[src/rtl/hazard_scheduler_if.sv]
// Decode-to-issue-control bundle: decoded instruction fields in, stall/issue/forwarding controls out.
interface hazard_scheduler_if #(
  parameter int REG_AW = 3,
  parameter int CNT_W  = 16
);
  logic              dec_valid;
  logic [REG_AW-1:0] dec_src1;
  logic [REG_AW-1:0] dec_src2;
  logic              dec_use_src2;
  logic [REG_AW-1:0] dec_dst;
  logic              dec_wb;
  logic              dec_mem_read;
  logic              stall;
  logic              bubble;
  logic              issue;
  logic [1:0]        fwd_sel1;
  logic [1:0]        fwd_sel2;
  logic [CNT_W-1:0]  stall_count;

  modport master (
    output dec_valid, dec_src1, dec_src2, dec_use_src2, dec_dst, dec_wb, dec_mem_read,
    input  stall, bubble, issue, fwd_sel1, fwd_sel2, stall_count
  );

  modport slave (
    input  dec_valid, dec_src1, dec_src2, dec_use_src2, dec_dst, dec_wb, dec_mem_read,
    output stall, bubble, issue, fwd_sel1, fwd_sel2, stall_count
  );
endinterface

[src/rtl/hazard_scheduler.sv]
// Issue controller: scoreboard of in-flight register writes that stalls decode on RAW hazards.
// Define HAZ_FWD_EN for the forwarding-aware variant (load-use stalls only, fwd_sel outputs).
module hazard_scheduler #(
  parameter int PIPE_DEPTH = 3,
  parameter int REG_AW     = 3,
  parameter int CNT_W      = 16
) (
  input logic               clk,
  input logic               reset,
  input logic               flush,
  hazard_scheduler_if.slave dec
);
  localparam int FWD_W = 2;

  logic [PIPE_DEPTH-1:0]             v_q, v_d;
  logic [PIPE_DEPTH-1:0][REG_AW-1:0] dst_q, dst_d;
  logic [CNT_W-1:0]                  cnt_q, cnt_d;
  logic [PIPE_DEPTH-1:0]             match1_s, match2_s;
  logic                              hazard_s, stall_s, issue_s;
  logic [FWD_W-1:0]                  fwd1_s, fwd2_s;
`ifdef HAZ_FWD_EN
  // Only the execute-stage load flag can create a stall, so older ld flags are not kept.
  logic                              ld_q, ld_d;
`endif

  // Compare decode sources against every valid scoreboard entry (bit 0 = execute stage).
  always_comb begin
    match1_s = '0;
    match2_s = '0;
    for (int k = 0; k < PIPE_DEPTH; k++) begin
      match1_s[k] = v_q[k] & (dst_q[k] == dec.dec_src1);
      match2_s[k] = v_q[k] & dec.dec_use_src2 & (dst_q[k] == dec.dec_src2);
    end
  end

  // Hazard decision, forwarding selects and the issue/stall outcome.
  always_comb begin
    hazard_s = 1'b0;
    fwd1_s   = '0;
    fwd2_s   = '0;
`ifdef HAZ_FWD_EN
    hazard_s = ld_q & (match1_s[0] | match2_s[0]);
    // Walk oldest to youngest so the youngest matching producer wins.
    for (int k = PIPE_DEPTH - 1; k >= 0; k--) begin
      fwd1_s = match1_s[k] ? FWD_W'(k + 1) : fwd1_s;
      fwd2_s = match2_s[k] ? FWD_W'(k + 1) : fwd2_s;
    end
`else
    hazard_s = |(match1_s | match2_s);
`endif
    stall_s = dec.dec_valid & hazard_s & ~flush;
    issue_s = dec.dec_valid & ~hazard_s & ~flush;
  end

  // Scoreboard shift, flush clear and saturating stall counter.
  always_comb begin
    v_d   = {v_q[PIPE_DEPTH-2:0], issue_s & dec.dec_wb};
    dst_d = {dst_q[PIPE_DEPTH-2:0], dec.dec_dst};
    if (flush) begin
      v_d = '0;
    end else begin
      v_d = {v_q[PIPE_DEPTH-2:0], issue_s & dec.dec_wb};
    end
    if (stall_s && (cnt_q != {CNT_W{1'b1}})) begin
      cnt_d = cnt_q + CNT_W'(1);
    end else begin
      cnt_d = cnt_q;
    end
`ifdef HAZ_FWD_EN
    ld_d = dec.dec_mem_read;
`endif
  end

  // State registers with asynchronous active-low reset.
  always_ff @(posedge clk or negedge reset) begin
    if (!reset) begin
      v_q   <= '0;
      dst_q <= '0;
      cnt_q <= '0;
    end else begin
      v_q   <= v_d;
      dst_q <= dst_d;
      cnt_q <= cnt_d;
    end
  end

`ifdef HAZ_FWD_EN
  // Execute-stage load flag.
  always_ff @(posedge clk or negedge reset) begin
    if (!reset) begin
      ld_q <= 1'b0;
    end else begin
      ld_q <= ld_d;
    end
  end
`endif

  assign dec.stall       = stall_s;
  assign dec.bubble      = stall_s;
  assign dec.issue       = issue_s;
  assign dec.fwd_sel1    = (stall_s | flush) ? {FWD_W{1'b0}} : fwd1_s;
  assign dec.fwd_sel2    = (stall_s | flush) ? {FWD_W{1'b0}} : fwd2_s;
  assign dec.stall_count = cnt_q;
endmodule
[src/flat_wrapper.sv]
// flat-port wrapper written by rule: the top's interface ports become plain ports
module hazard_scheduler_flat 
#(
  parameter int PIPE_DEPTH = 3,
  parameter int REG_AW     = 3,
  parameter int CNT_W      = 16
)
  (clk, reset, flush, dec_dec_valid, dec_dec_src1, dec_dec_src2, dec_dec_use_src2, dec_dec_dst, dec_dec_wb, dec_dec_mem_read, dec_stall, dec_bubble, dec_issue, dec_fwd_sel1, dec_fwd_sel2, dec_stall_count);
  hazard_scheduler_if #(.REG_AW(REG_AW), .CNT_W(CNT_W)) dec_i ();
  input logic clk;
  input logic reset;
  input logic flush;
  input wire logic [$bits(dec_i.dec_valid)-1:0] dec_dec_valid;
  input wire logic [$bits(dec_i.dec_src1)-1:0] dec_dec_src1;
  input wire logic [$bits(dec_i.dec_src2)-1:0] dec_dec_src2;
  input wire logic [$bits(dec_i.dec_use_src2)-1:0] dec_dec_use_src2;
  input wire logic [$bits(dec_i.dec_dst)-1:0] dec_dec_dst;
  input wire logic [$bits(dec_i.dec_wb)-1:0] dec_dec_wb;
  input wire logic [$bits(dec_i.dec_mem_read)-1:0] dec_dec_mem_read;
  output wire logic [$bits(dec_i.stall)-1:0] dec_stall;
  output wire logic [$bits(dec_i.bubble)-1:0] dec_bubble;
  output wire logic [$bits(dec_i.issue)-1:0] dec_issue;
  output wire logic [$bits(dec_i.fwd_sel1)-1:0] dec_fwd_sel1;
  output wire logic [$bits(dec_i.fwd_sel2)-1:0] dec_fwd_sel2;
  output wire logic [$bits(dec_i.stall_count)-1:0] dec_stall_count;
  assign dec_i.dec_valid = dec_dec_valid;
  assign dec_i.dec_src1 = dec_dec_src1;
  assign dec_i.dec_src2 = dec_dec_src2;
  assign dec_i.dec_use_src2 = dec_dec_use_src2;
  assign dec_i.dec_dst = dec_dec_dst;
  assign dec_i.dec_wb = dec_dec_wb;
  assign dec_i.dec_mem_read = dec_dec_mem_read;
  assign dec_stall = dec_i.stall;
  assign dec_bubble = dec_i.bubble;
  assign dec_issue = dec_i.issue;
  assign dec_fwd_sel1 = dec_i.fwd_sel1;
  assign dec_fwd_sel2 = dec_i.fwd_sel2;
  assign dec_stall_count = dec_i.stall_count;
  hazard_scheduler #(.PIPE_DEPTH(PIPE_DEPTH), .REG_AW(REG_AW), .CNT_W(CNT_W)) u_core (.clk(clk), .reset(reset), .flush(flush), .dec(dec_i));
endmodule
[config.mk]
export PLATFORM = sky130hd
export DESIGN_NAME = hazard_scheduler_flat
export DESIGN_NICKNAME = d
export VERILOG_FILES = /design/src/rtl/hazard_scheduler_if.sv /design/src/rtl/hazard_scheduler.sv /design/src/flat_wrapper.sv
export SDC_FILE = /design/constraint.sdc
export NUM_CORES = 1
export LEC_CHECK = 0
export ABC_CLOCK_PERIOD_IN_PS = 2450
export BUFFER_PORTS_ARGS = -buffer_cell sky130_fd_sc_hd__buf_4
export CAP_MARGIN = 25
export CORE_MARGIN = 2
export CORE_UTILIZATION = 33
export DETAILED_ROUTE_END_ITERATION = 10
export MAX_ROUTING_LAYER = met4
export PLACE_DENSITY = 0.58
export SYNTH_ARGS = -nofsm -noshare
export SYNTH_HDL_FRONTEND = slang
export SYNTH_SLANG_ARGS = --single-unit
[constraint.sdc]
create_clock -name clk -period 2.45 [get_ports clk]
set_clock_uncertainty 0.1 [all_clocks]
set_input_delay 0.245 -clock clk [delete_from_list [all_inputs] [get_ports clk]]
set_output_delay 0.245 -clock clk [all_outputs]
set_load 0.02 [all_outputs]
==> impl_metrics.csv <==
group,metric,value,unit
status,outcome,"completed",
yosys,synth_compound_area_share,1.55,%
floorplanning,die_area,0.00494,mm²
timing,fin_crit_sh,91.6,%
global_routing,grt_max_degree,29,
global_routing,grt_overflow,0,
yosys,synth.ff_latch_count,28,
route,routedWlPerCell,13.4,µm
pwr,switching_share,25.6,%
yosys,synth-simple-area-share,22.7,%
job,drv_cap,0,
clock_network,cts_buffer_depth,2,
global_routing,grt_pass1_vias,1108,
placement,gp_congestion,0.890,
yosys,ys_seq_area_share,48.4,%
clock_network,clockRootBuffer,"clkbuf_8",
worst_setup_path,cp_top_family,"simple AND/OR/NAND/NOR gates",
route,first_iter_violations,47,
worst_setup_path,slowest_stage,"dfrtp_1",
placement,placed_cells,212,
timing,setup-violations-final,0,
pwr,seqPwrFrac,54.8,%
route,drc,0,
route,vias,1068,
timing,hold_viol_final,0,
timing,final.setup.tns,0,ns
finish,nets,186,
route,wirelength,2950,µm
yosys,yosysUniqueCellTypes,28,
worst_setup_path,cp-end-kind,"output pin",
worst_setup_path,setup.worst_path.start_class,"flop",
worst_setup_path,crit_path_max_fanout,11,
route,via_per_inst,4.85,
yosys,synth-xor-area-share,18.7,%
worst_setup_path,worst_ep_arrival_time,1.90,ns
worst_setup_path,critical_path_required,2.11,ns
finish,area_growth_syn_to_layout,26.7,%
timing,worst_pin_slew,0.524,ns
finish,layoutNonFillerInstCount,220,
clock_network,tritoncts.num_buffers,3,
yosys,synthMuxAreaShare,2.33,%
pwr,p_leak,0.882,nW
floorplanning,start_util,33.7,%
floorplanning,coreArea,0.00429,mm²
route,drtPass1Iterations,4,
yosys,ys_warn_count,0,
yosys,synthCells,127,
yosys,synthTopCellsByArea,"dfrtp_1 (48%), xor2_1 (13%), xnor2_1 (6.0%)",
clock_network,cts_tree,"done",
pwr,internal-power,695,µW
timing,rsz0062_at_grt,"no",
pwr,combinationalPowerShare,15.2,%
clock_network,post-cts-setup-buffer-count,0,
pwr,clkPwrFrac,30.0,%
pwr,p_per_area,509,mW/mm²
worst_setup_path,worstSetupPathType,"flop to output pin",
floorplanning,die_h,70.3,µm
floorplanning,boundaryPins,39,
hold_path,hp-class,"input pin to flop",
global_routing,grt_pass1_wl,5080,µm
yosys,synthAdderAreaFrac,0.864,%
clock_network,htree_levels,1,
yosys,syn_avg_cell_area,11.4,µm²
yosys,syn_area,0.00145,mm²
floorplanning,fp.dieW,70.3,µm
worst_setup_path,path_cells,"xor2_1 > nor4_1 > a41oi_1 > and3_2 > nor2b_1 > buf_4",
timing,finalCriticalPeriod,2.24,ns
floorplanning,rows,24,
clock_network,worstSkewPairLatency,0.27,ns
clock_network,clkTransAtPathRegs,0.09,ns
worst_setup_path,worst_path_largest_cell_delay,0.43,ns
worst_setup_path,crit_buf_inv,1,
yosys,synth_top_area_share,48.4,%
yosys,yosysTopAreaCell,"dfrtp_1",
timing,fmax,446,MHz
finish,diodes,0,
clock_network,cts_num_sinks,28,
pwr,netSwitchingPower,239,µW
placement,dp_hpwl,2230,µm
yosys,synth_top_family_by_area,"simple AND/OR/NAND/NOR gates",
global_routing,antenna_found_initial,0,
route,postRouteAntennaNets,0,
timing,relSlewSlack,65.0,%
finish,final_layout_size_suffix_gt1_share,29.8,%
placement,portBuffers,33,
global_routing,grt_util_all_layers,13.0,%
finish,nFillCells,413,
timing,slew_viol_final,0,
pwr,vdd_ir_drop_max,0.335,mV
-- stage by stage --
| step | utilization [%] | setup slack, ns | power (mW) | hold slack, ns | cell area (µm²) |
|---|---|---|---|---|---|
| floorplan | - | 0.239 | 0.593 | -0.151 | 1460 |
| global placement | 40.5 | 0.293 | 0.651 | 0.0842 | 1740 |
| detailed placement | 40.5 | 0.232 | 0.659 | 0.0869 | 1740 |
| CTS | 42.7 | 0.109 | 0.947 | 0.0381 | 1830 |
| global route | 42.7 | 0.0463 | 0.993 | 0.0236 | 1840 |
| finish | 42.7 | 0.206 | 0.934 | 0.0386 | 1840 |
-- area by class of cell --
type / count / area, µm² / share of cell area (%)
flip-flops and latches: 28 / 701 / 38.2
inverters: 1 / 3.75 / 0.204
well taps: 52 / 65.1 / 3.54
multi-input cells: 93 / 686 / 37.4
clock buffers: 4 / 55.1 / 3.00
repair buffers: 42 / 325 / 17.7
-- cell usage in the layout (no fill, tap or decap), types with 5 or more instances in the layout --
cell type  netlist  layout
buf_4            5      38
dfrtp_1         28      28
xor2_1          21      21
xnor2_1         10      10
nor3_1           8       8
nand2_1          7       7
nor4_1           5       5
nand3_1          5       5
-- cells by family after synthesis --
group | after synthesis
and+or+nand+nor | 51
buffers and inverters | 9
xor gates and xnor gates | 31
muxes | 3
DFF | 28
AOI/OAI and AO/OA | 3
other | 1
adders and majority gates | 1
-- worst reg2reg max path: cells and delay by family, from the launching register on --
family	cells	cell delay (ns)
xor+xnor	2	0.35
buf+inv	1	0.19
flops	1	0.43
compound gates	1	0.07
simple gates	3	0.96
-- per-layer routing --
layer	vias up	wire (µm)	GRT usage (%)
met2	30	1380	21.3
met1	522	1380	16.1
met5	-	0	-
met3	4	141	2.31
li1	512	-	-
met4	0	40	4.91
-- power groups by stage --
stage          logic (mW)  clock network [mW]  registers [mW]
5_1_grt             0.155               0.322           0.516
2_1_floorplan      0.0630                   0           0.530
3_3_place_gp        0.134                   0           0.517
4_1_cts             0.144               0.292           0.511
6_report            0.142               0.280           0.511
3_5_place_dp        0.139                   0           0.520
-- final timing paths --
kind	startpoint	endpoint	slack (ns)	depth (start not counted)
setup / recovery	u_core.dst_d[4]$_DFF_PN0_	dec_bubble	0.21	6
hold / removal	flush	u_core.v_q[2]$_DFF_PN0_	0.04	2
setup reg to reg	u_core.dst_d[4]$_DFF_PN0_	u_core.dec.stall_count[13]$_DFFE_PN0P_	0.30	7
hold reg to reg	u_core.dst_d[6]$_DFF_PN0_	u_core.dst_q[6]$_DFF_PN0_	0.34	0
max in group asynchronous	reset	u_core.dst_q[6]$_DFF_PN0_	1.66	2
min in group asynchronous	reset	u_core.dec.stall_count[10]$_DFFE_PN0P_	0.32	2
-- sequential cells by signal, summed over array words and instances, names as in the netlist --
name	count
u_core.dst_d	6
u_core.dec.stall_count	16
u_core.dst_q	3
u_core.v_q	3
-- repair_timing --
action,CTS,global route
endpoints found under the hold margin,31,0
resized for setup,0,1
setup endpoints to repair,0,2
hold buffers,4,0
-- Yosys cell counts --
| library cell | number |
|---|---|
| nor2b_1 | 4 |
| xor2_1 | 21 |
| buf_4 | 5 |
| and4_1 | 3 |
| nor4b_2 | 2 |
| xnor2_1 | 10 |
| nand2_1 | 7 |
| nor3_1 | 8 |
| and2_1 | 1 |
| nand2b_1 | 2 |
| nand4_1 | 4 |
| nor3b_1 | 1 |
| mux2_2 | 2 |
| nor2_1 | 3 |
| nand3_2 | 1 |
| o21ai_0 | 1 |
| inv_1 | 1 |
| buf_6 | 3 |
| nor4_1 | 5 |
| nand3_1 | 5 |
| mux2_1 | 1 |
| conb_1 | 1 |
| and3_1 | 3 |
| a41oi_1 | 2 |
| ha_1 | 1 |
| nor4_4 | 1 |
| dfrtp_1 | 28 |
| nor3b_2 | 1 |
Power figures use the tool's default switching activity.
